[config.mk]
export PLATFORM = sky130hd
export DESIGN_NAME = ex_latency_tracker_flat
export DESIGN_NICKNAME = d
export VERILOG_FILES = /design/src/rtl/ex_latency_tracker_pkg.sv /design/src/rtl/ex_latency_tracker_if.sv /design/src/rtl/ex_latency_tracker_completion_pipe.sv /design/src/rtl/ex_latency_tracker.sv /design/src/flat_wrapper.sv
export SDC_FILE = /design/constraint.sdc
export NUM_CORES = 1
export LEC_CHECK = 0
export CAP_MARGIN = 20
export CORE_UTILIZATION = 58
export DETAILED_ROUTE_END_ITERATION = 8
export GPL_TIMING_DRIVEN = 0
export PLACE_DENSITY = 0.85
export SYNTH_ARGS = -nofsm -noshare
export SYNTH_HDL_FRONTEND = slang
export SYNTH_SLANG_ARGS = --single-unit
[constraint.sdc]
create_clock -name clk -period 4 [get_ports clk]
set_clock_uncertainty 0.15 [all_clocks]
set_input_delay 0.8 -clock clk [delete_from_list [all_inputs] [get_ports clk]]
set_output_delay 0.8 -clock clk [all_outputs]
set_load 0.03 [all_outputs]
[src/rtl/ex_latency_tracker_pkg.sv]
`default_nettype none
// ============================================================================
// Module      : ex_latency_tracker_pkg
// Description : Shared EX-stage constants: per-op latencies, tag width, clog2.
// Revision    : 1.0 - initial release
// ============================================================================
package ex_latency_tracker_pkg;

    localparam int LAT_FADD  = 7;
    localparam int LAT_FSUB  = 7;
    localparam int LAT_FMUL  = 5;
    localparam int LAT_FDIV  = 6;
    localparam int LAT_ITOF  = 6;
    localparam int LAT_FTOI  = 6;
    localparam int LAT_IMUL  = 7;
    localparam int LAT_ALU   = 0;

    localparam int TAG_W_DEF = 4;

    typedef enum logic [2:0] {
        OP_FADD = 3'd0,
        OP_FSUB = 3'd1,
        OP_FMUL = 3'd2,
        OP_FDIV = 3'd3,
        OP_ITOF = 3'd4,
        OP_FTOI = 3'd5,
        OP_IMUL = 3'd6,
        OP_ALU  = 3'd7
    } ex_op_e;

    function automatic int op_latency(input ex_op_e op);
        case (op)
            OP_FADD: return LAT_FADD;
            OP_FSUB: return LAT_FSUB;
            OP_FMUL: return LAT_FMUL;
            OP_FDIV: return LAT_FDIV;
            OP_ITOF: return LAT_ITOF;
            OP_FTOI: return LAT_FTOI;
            OP_IMUL: return LAT_IMUL;
            default: return LAT_ALU;
        endcase
    endfunction

    function automatic int clog2(input int value);
        int r;
        int v;
        r = 0;
        v = value - 1;
        while (v > 0) begin
            r = r + 1;
            v = v >> 1;
        end
        return r;
    endfunction

endpackage
`default_nettype wire

[src/rtl/ex_latency_tracker_if.sv]
`default_nettype none
// ============================================================================
// Module      : ex_latency_tracker_if
// Description : Issue / writeback / status bundle between EX stage and tracker.
// Revision    : 1.0 - initial release
// ============================================================================
interface ex_latency_tracker_if
    import ex_latency_tracker_pkg::*;
#(
    parameter int LAT_W = 4,
    parameter int TAG_W = TAG_W_DEF,
    parameter int CNT_W = 3
);
    logic             issue_valid;
    logic [LAT_W-1:0] issue_latency;
    logic [TAG_W-1:0] issue_tag;
    logic             issue_ready;
    logic             flush;
    logic             done_valid;
    logic [TAG_W-1:0] done_tag;
    logic             stall;
    logic             busy;
    logic [CNT_W-1:0] inflight_cnt;

    modport master (
        output issue_valid, issue_latency, issue_tag, flush,
        input  issue_ready, done_valid, done_tag, stall, busy, inflight_cnt
    );

    modport slave (
        input  issue_valid, issue_latency, issue_tag, flush,
        output issue_ready, done_valid, done_tag, stall, busy, inflight_cnt
    );
endinterface
`default_nettype wire

[src/rtl/ex_latency_tracker_completion_pipe.sv]
`default_nettype none
// ============================================================================
// Module      : ex_completion_pipe
// Description : Completion slot shift register; slot[i] retires i cycles ahead.
// Revision    : 1.0 - initial release
// ============================================================================
module ex_completion_pipe
    import ex_latency_tracker_pkg::*;
#(
    parameter int DEPTH = 15,
    parameter int TAG_W = TAG_W_DEF,
    parameter int IDX_W = 4
) (
    input  wire logic                        clk,
    input  wire logic                        rst,
    input  wire logic                        clr,
    input  wire logic                        wr_en,
    input  wire logic [IDX_W-1:0]            wr_idx,
    input  wire logic [TAG_W-1:0]            wr_tag,
    output logic      [DEPTH-1:0]            slot_v,
    output logic      [DEPTH-1:0][TAG_W-1:0] slot_tag
);
    logic [DEPTH-1:0]            r_v;
    logic [DEPTH-1:0][TAG_W-1:0] r_tag;

    // The parallel write lands after the shift so it wins over the shift-in.
    always_ff @(posedge clk) begin
        if (rst || clr) begin
            r_v   <= '0;
            r_tag <= '0;
        end else begin
            r_v   <= {1'b0, r_v[DEPTH-1:1]};
            r_tag <= {{TAG_W{1'b0}}, r_tag[DEPTH-1:1]};
            if (wr_en) begin
                r_v[wr_idx]   <= 1'b1;
                r_tag[wr_idx] <= wr_tag;
            end
        end
    end

    assign slot_v   = r_v;
    assign slot_tag = r_tag;
endmodule
`default_nettype wire

[src/rtl/ex_latency_tracker.sv]
`default_nettype none
// ============================================================================
// Module      : ex_latency_tracker
// Description : Tracks multicycle EX ops and returns each tag L cycles later.
// Revision    : 1.0 - initial release
// ============================================================================
module ex_latency_tracker
    import ex_latency_tracker_pkg::*;
#(
    parameter int LAT_W        = 4,
    parameter int TAG_W        = TAG_W_DEF,
    parameter int MAX_INFLIGHT = 4,
    parameter int PIPELINED    = 1
) (
    input  wire logic          clk,
    input  wire logic          rst,
    ex_latency_tracker_if.slave bus
);
    localparam int c_MAX_LAT = (1 << LAT_W) - 1;
    localparam int c_EFF_MAX = (PIPELINED != 0) ? MAX_INFLIGHT : 1;
    localparam int c_CNT_W   = clog2(MAX_INFLIGHT + 1);

    logic [c_MAX_LAT-1:0]            w_slot_v;
    logic [c_MAX_LAT-1:0][TAG_W-1:0] w_slot_tag;
    logic [c_MAX_LAT:0]              w_occ;
    logic [LAT_W-1:0]                w_wr_idx;
    logic [c_CNT_W-1:0]              w_pending;
    logic [c_CNT_W-1:0]              r_cnt;
    logic                            w_lat_zero;
    logic                            w_collide;
    logic                            w_cap_ok;
    logic                            w_ready;
    logic                            w_accept;
    logic                            w_track;
    logic                            w_bypass;
    logic                            w_done_v;

    // Top bit pads the MAX_LAT position, which can never hold a completion.
    assign w_occ = {1'b0, w_slot_v};

    always_comb begin
        w_lat_zero = (bus.issue_latency == '0);
        w_collide  = w_occ[bus.issue_latency];
        w_pending  = r_cnt - c_CNT_W'(w_slot_v[0]);
        w_cap_ok   = (w_pending < c_CNT_W'(c_EFF_MAX));
        if (PIPELINED != 0) begin
            w_ready = ~w_collide & (w_lat_zero | w_cap_ok);
        end else begin
            w_ready = (w_slot_v[c_MAX_LAT-1:1] == '0) & (~w_lat_zero | ~w_slot_v[0]);
        end
        w_ready = w_ready & ~bus.flush & ~rst;
    end

    assign w_accept = bus.issue_valid & w_ready;
    assign w_track  = w_accept & ~w_lat_zero;
    assign w_bypass = w_accept & w_lat_zero;
    assign w_done_v = (w_slot_v[0] | w_bypass) & ~bus.flush & ~rst;
    assign w_wr_idx = bus.issue_latency - LAT_W'(1);

    always_ff @(posedge clk) begin
        if (rst || bus.flush) begin
            r_cnt <= '0;
        end else begin
            r_cnt <= r_cnt + c_CNT_W'(w_track) - c_CNT_W'(w_slot_v[0]);
        end
    end

    ex_completion_pipe #(
        .DEPTH (c_MAX_LAT),
        .TAG_W (TAG_W),
        .IDX_W (LAT_W)
    ) u_pipe (
        .clk      (clk),
        .rst      (rst),
        .clr      (bus.flush),
        .wr_en    (w_track),
        .wr_idx   (w_wr_idx),
        .wr_tag   (bus.issue_tag),
        .slot_v   (w_slot_v),
        .slot_tag (w_slot_tag)
    );

    assign bus.issue_ready  = w_ready;
    assign bus.stall        = bus.issue_valid & ~w_ready;
    assign bus.done_valid   = w_done_v;
    assign bus.done_tag     = !w_done_v ? '0 : (w_slot_v[0] ? w_slot_tag[0] : bus.issue_tag);
    assign bus.busy         = |w_slot_v;
    assign bus.inflight_cnt = r_cnt;
endmodule
`default_nettype wire

[src/flat_wrapper.sv]
// flat-port wrapper written by rule: the top's interface ports become plain ports
module ex_latency_tracker_flat import ex_latency_tracker_pkg::*;
#(
    parameter int LAT_W        = 4,
    parameter int TAG_W        = TAG_W_DEF,
    parameter int MAX_INFLIGHT = 4,
    parameter int PIPELINED    = 1
)
  (clk, rst, bus_issue_valid, bus_issue_latency, bus_issue_tag, bus_flush, bus_issue_ready, bus_done_valid, bus_done_tag, bus_stall, bus_busy, bus_inflight_cnt);
  ex_latency_tracker_if #(.LAT_W(LAT_W), .TAG_W(TAG_W)) bus_i ();
  input  wire logic clk;
  input  wire logic rst;
  input wire logic [$bits(bus_i.issue_valid)-1:0] bus_issue_valid;
  input wire logic [$bits(bus_i.issue_latency)-1:0] bus_issue_latency;
  input wire logic [$bits(bus_i.issue_tag)-1:0] bus_issue_tag;
  input wire logic [$bits(bus_i.flush)-1:0] bus_flush;
  output wire logic [$bits(bus_i.issue_ready)-1:0] bus_issue_ready;
  output wire logic [$bits(bus_i.done_valid)-1:0] bus_done_valid;
  output wire logic [$bits(bus_i.done_tag)-1:0] bus_done_tag;
  output wire logic [$bits(bus_i.stall)-1:0] bus_stall;
  output wire logic [$bits(bus_i.busy)-1:0] bus_busy;
  output wire logic [$bits(bus_i.inflight_cnt)-1:0] bus_inflight_cnt;
  assign bus_i.issue_valid = bus_issue_valid;
  assign bus_i.issue_latency = bus_issue_latency;
  assign bus_i.issue_tag = bus_issue_tag;
  assign bus_i.flush = bus_flush;
  assign bus_issue_ready = bus_i.issue_ready;
  assign bus_done_valid = bus_i.done_valid;
  assign bus_done_tag = bus_i.done_tag;
  assign bus_stall = bus_i.stall;
  assign bus_busy = bus_i.busy;
  assign bus_inflight_cnt = bus_i.inflight_cnt;
  ex_latency_tracker #(.LAT_W(LAT_W), .TAG_W(TAG_W), .MAX_INFLIGHT(MAX_INFLIGHT), .PIPELINED(PIPELINED)) u_core (.clk(clk), .rst(rst), .bus(bus_i));
endmodule
======== After elaboration in Yosys (flattened, before gate mapping) ========
Index checks and enable logic that the tools add are counted.
storage, ports and cells
  register bits after elaboration ......... 78
  latch bits .............................. 0
  RAM bits ................................ 0
  bits in read-only memories .............. 0
  input bits .............................. 12
  output and inout port bits .............. 11
  logic and storage cells ................. 60
  memories ................................ 0
operators by class
  add/subtract/negate cells ............... 4
  $mul .................................... 0
  divide/modulo/power cells ............... 0
  magnitude comparators ................... 4
  eq/ne operators ......................... 0
  shift operators ......................... 0
  muxes and demuxes ....................... 11
  bitwise operators ....................... 18
  reductions and logical operators ........ 5
operator list
  kind                                                                number
  bitwise mux 60 bit                                                  1
  two-way mux 56 bit                                                  1
  demux 4 bit (select 4 bit)                                          1
  bitwise OR 14 x 15 -> 15 bit                                        1
  OR reduction 15 bit                                                 1
  two-way mux 14 bit                                                  1
  two-way mux 4 bit                                                   3
  less-than comparator 4 x 5 -> 1 bit (second input constant)         2
  bitwise AND 1 bit                                                   9
  inverter 1 bit                                                      6
  subtractor 3 x 1 -> 3 bit                                           2
  binary-select mux 1 bit (select 4 bit)                              1
  demux 1 bit (select 4 bit)                                          1
  greater-or-equal comparator 4 x 1 -> 1 bit (second input constant)  1
  zero test 4 bit                                                     1
  subtractor 4 x 1 -> 4 bit (second input constant)                   1
  adder 3 x 1 -> 3 bit                                                1
  less-than comparator 3 bit (second input constant)                  1
  two-way mux 1 bit                                                   2
  bitwise OR 1 bit                                                    2
  OR reduction 2 bit                                                  1
  logical AND 1 bit                                                   1
  logical OR 1 bit                                                    1

======== Longest topological paths before layout ========
  depth after elaboration ................. 12
  mapped depth ............................ 13
  depth with buffers taken out ............ 12

======== By module ========
A second synthesis with hierarchy kept.
unflattened totals
  cells, all modules ...................... 332
  area, all modules ....................... 3245.6 um2
by module, submodules not included
  module              instances  cells an instance  area an instance (um2)  seq. area each (um2)
  ex_completion_pipe  1          263                2661.3                  1501.4
  ex_latency_tracker  1          69                 584.3                   60.1

======== Worst setup path before layout ========
Ideal clock, no wire load.
  kind .................................... input-to-output
  from .................................... input bus_issue_latency[0]
  to ...................................... output bus_issue_ready
  data arrival time ....................... 2.332 ns
  required time ........................... 3.050 ns
  setup slack ............................. 0.718 ns
  stages .................................. 7
  path buffers ............................ 2
  cells stage by stage .................... buf_4 buf_2 mux2i_1 a22oi_1 nand3_1 nor2_1 nor3_1
on the way
  word-level cells in the longest chain between the ends .. 6
  elaborated cells between the ends (all ways) .. 8
  those cells by class .................... 2 x mux; 5 x bitwise; 1 x reduce/logical
ends and longest elaborated chain
  item                                     RTL line                  source
  start, declared                          flat_wrapper.sv:14        input wire logic [$bits(bus_i.issue_latency)-1:0] bus_issue_latency;
  binary-select mux 1 bit (select 4 bit)   ex_latency_tracker.sv:43  w_collide = w_occ[bus.issue_latency];
  two-way mux 1 bit (not written as such)  ex_latency_tracker.sv:43
  inverter 1 bit                           ex_latency_tracker.sv:47  w_ready = ~w_collide & (w_lat_zero | w_cap_ok);
  bitwise AND 1 bit (*)                    ex_latency_tracker.sv:47
  bitwise AND 1 bit (*) (2 in a row)       ex_latency_tracker.sv:51  w_ready = w_ready & ~bus.flush & ~rst;
  end, declared                            flat_wrapper.sv:17        output wire logic [$bits(bus_i.issue_ready)-1:0] bus_issue_ready;
Mark *: on every way between the ends. The rest lies on a longest branch, timed or not. The select of a mux whose other input is x is not followed.

======== Worst setup path in the final report ========
  from .................................... input bus_issue_latency[0]
  to ...................................... output bus_stall
on the way
  word-level cells in the longest chain between the ends .. 8
  elaborated cells between the ends (all ways) .. 10
  those cells by class .................... 2 x mux; 7 x bitwise; 1 x reduce/logical
ends and longest elaborated chain
  item                                     RTL line                  source
  binary-select mux 1 bit (select 4 bit)   ex_latency_tracker.sv:43
  two-way mux 1 bit (not written as such)  ex_latency_tracker.sv:43
  inverter 1 bit                           ex_latency_tracker.sv:47
  bitwise AND 1 bit (*)                    ex_latency_tracker.sv:47
  bitwise AND 1 bit (*) (2 in a row)       ex_latency_tracker.sv:51
  inverter 1 bit (*)                       ex_latency_tracker.sv:84  assign bus.stall = bus.issue_valid & ~w_ready;
  bitwise AND 1 bit (*)                    ex_latency_tracker.sv:84
  end, declared                            flat_wrapper.sv:20        output wire logic [$bits(bus_i.stall)-1:0] bus_stall;
Marked as above.

==> out/results.ini <==
[clock_network]
clk_latency_ns=0.36
hold_buffers=0
cts_tree=done
htreeDepth=3
cts_inserted_buffers=9
clockBufferDepth=2
clock_sinks=78
root_buffer=clkbuf_8
clkSlewWorstSetupHoldPaths_ns=0.08

[yosys]
syn_inst=343
yosysSeqAreaShare=0.466
synth_seq_cells=78
synthesis.nets=359
netlist-cell-type-count=47
yosys_warnings=0
synth.avg_cell_area_um2=9.77
syn_area_um2=3350

[final_layout]
mostFrequentLayoutCell=dfxtp_1
fin_cells=453
fin_nets=392
drive_gt1_frac=0.113
layout_common_cells=dfxtp_1 (78), mux2i_1 (48), nand2_1 (37)
diodes=0
area_delta_synth_final_pct=14.9

[placed_design]
dp_hpwl_mm=5.47
portBuffers=19
gp_congestion=0.877
dp.cells=434

[routing]
dr.pass1.iters=5
totalWireLength_mm=8.25
route.detailed.drc=0
avgViaCountPerCell=5.94
num_vias=2692
drtAntennaViolNets=0
avgRoutedWirePerCell_um=18.2
initialDrtViolationCount=252

[sta]
drv_slew=0
hold_viol_final=0
finalSetupViolCount=0
hold-worst-slack_ns=0.287
maxSlewHeadroom=0.409
worst_pin_slew_ns=0.878
fin_crit_sh=0.966
fmax_mhz=259
fin_crit_ns=3.86
rsz0062_at_grt=no

[critical_path]
cp-startpoint=bus_issue_latency[0]
startpoint_type=primary input
crit_arrival_ns=2.91
reg2reg_slack_ns=0.83
critical_path_class=in2out
path_max_fanout=10
crit_required_ns=3.05
endpoint_kind=output pin
r2r_start=u_core.bus.inflight_cnt[0]

[floorplanning]
initial_core_util=0.605
ios=23
core-area_um2=5540
chipWidth_um=78.0
rows=27
die_y_um=78.0
die-area_um2=6080

[global_route]
overflow=0
grt_pass1_wl_mm=13.2
grt_max_degree=14
grt_use_total=0.294
grt_antenna_before_repair=0
grt_pass1_vias=2620

[power]
leakage_nw=1.50
ir_worst_vdd_v=0.000223
total_power_mw=1.47
powerDensity_nw_per_um2=382

[status]
status=completed

[run]
maxCapViolCount=0

[worst_hold_path]
hold_path_startpoint=u_core.u_pipe.slot_tag[41]
hold_path.class=reg2reg

==> stage by stage <==
stage | TNS (ns) | util | worst slack, ns | instance area, um^2
6_report | 0 | 0.695 | 0.137 | 3850
5_1_grt | 0 | 0.695 | 0.0206 | 3850
4_1_cts | 0 | 0.695 | 0.0101 | 3850
3_5_place_dp | -2.80 | 0.655 | -0.524 | 3630
3_3_place_gp | -2.44 | 0.655 | -0.454 | 3630
2_1_floorplan | 0 | - | 0.718 | 3350
==> cell usage after synthesis, drive strengths merged <==
| cell type | count | area [um^2] |
|---|---|---|
| o21a | 4 | 30.0 |
| xnor2 | 2 | 17.5 |
| xor2 | 2 | 25.0 |
| inv | 11 | 41.3 |
| o31ai | 1 | 12.5 |
| nor3 | 5 | 35.0 |
| a21oi | 17 | 85.1 |
| mux2i | 48 | 480 |
| a32o | 4 | 40.0 |
| o32ai | 1 | 27.5 |
| or3 | 3 | 18.8 |
| nor4 | 12 | 150 |
| nand4 | 5 | 31.3 |
| buf | 6 | 31.3 |
| nor2 | 30 | 113 |
| nand2b | 4 | 27.5 |
| nand2 | 37 | 139 |
| clkbuf | 16 | 60.1 |
| and2 | 5 | 31.3 |
| ha | 3 | 37.5 |
| or2 | 2 | 12.5 |
| dfxtp | 78 | 1560 |
| a21o | 1 | 7.51 |
| fa | 1 | 20.0 |
| o21bai | 1 | 7.51 |
| nor2b | 4 | 25.0 |
| or3b | 1 | 8.76 |
| o31a | 1 | 8.76 |
| or4 | 2 | 15.0 |
| a211o | 1 | 8.76 |
| nor3b | 2 | 15.0 |
| a22oi | 1 | 7.51 |
| o22ai | 2 | 40.0 |
| o21ba | 1 | 10.0 |
| o21ai | 11 | 55.1 |
| nand3 | 15 | 80.1 |
| mux2 | 2 | 26.3 |
| and3 | 1 | 6.26 |
==> what timing repair did <==
action                     in CTS  in global routing
resized for setup              12                  4
setup endpoints to repair       7                  3
pin swaps                       1                  0
buffers inserted                3                  0
==> report_power, final <==
group	total, mW	leakage, nW	switching (mW)	internal [mW]
registers	0.779	0.628	0.00131	0.778
clock network	0.577	0.0935	0.287	0.290
logic	0.114	0.783	0.0776	0.0365
==> per-layer routing <==
layer | vias to the layer above | wire [um] | global-route usage
li1 | 1258 | - | -
met1 | 1289 | 3520 | 0.360
met2 | 122 | 3940 | 0.484
met3 | 23 | 553 | 0.0812
met4 | 0 | 227 | 0.131
met5 | - | 0 | 0
==> cells by family (layout without fill, tap and decap cells) <==
logic type | after synthesis | after routing | synth area share
flops | 78 | 78 | 0.466
xor+xnor | 4 | 4 | 0.0127
buf+inv | 33 | 71 | 0.0396
simple gates | 128 | 128 | 0.211
fa+ha+maj | 4 | 4 | 0.0172
mux | 50 | 50 | 0.151
compound gates | 46 | 46 | 0.102
==> worst max-delay path, cell delays in order <==
cell and delay (ns):
clkdlybuf4s50_1 0.49, buf_4 0.20, clkbuf_4 0.25, mux2i_1 0.25, a22oi_1 0.12, nand3_1 0.08
nor2_1 0.06, o31a_1 0.31, dlygate4sd2_1 0.35
==> path summary, 6_finish.rpt <==
check / endpoint / cells past startpoint
worst max register to register: u_core.bus.inflight_cnt[2] / 13
worst max-delay path: bus_stall / 9
worst min-delay path: u_core.u_pipe.slot_tag[37] / 2
worst min register to register: u_core.u_pipe.slot_tag[37] / 2
==> flip-flops by register name (all words and copies together) (netlist names) <==
name                     flops
u_core.u_pipe.slot_tag      60
u_core.u_pipe.slot_v        15
u_core.bus.inflight_cnt      3
==> layout make-up <==
class,count,area (um^2)
fill,422,1690
tap,72,90.1
timing repair buffer,22,196
multi-input combinational,232,1680
clock buffer,11,131
inverter,11,41.3
sequential,78,1560
buffer,22,93.8
clock inverter,5,60.1
Note: power is estimated with default switching activity, not from simulation.
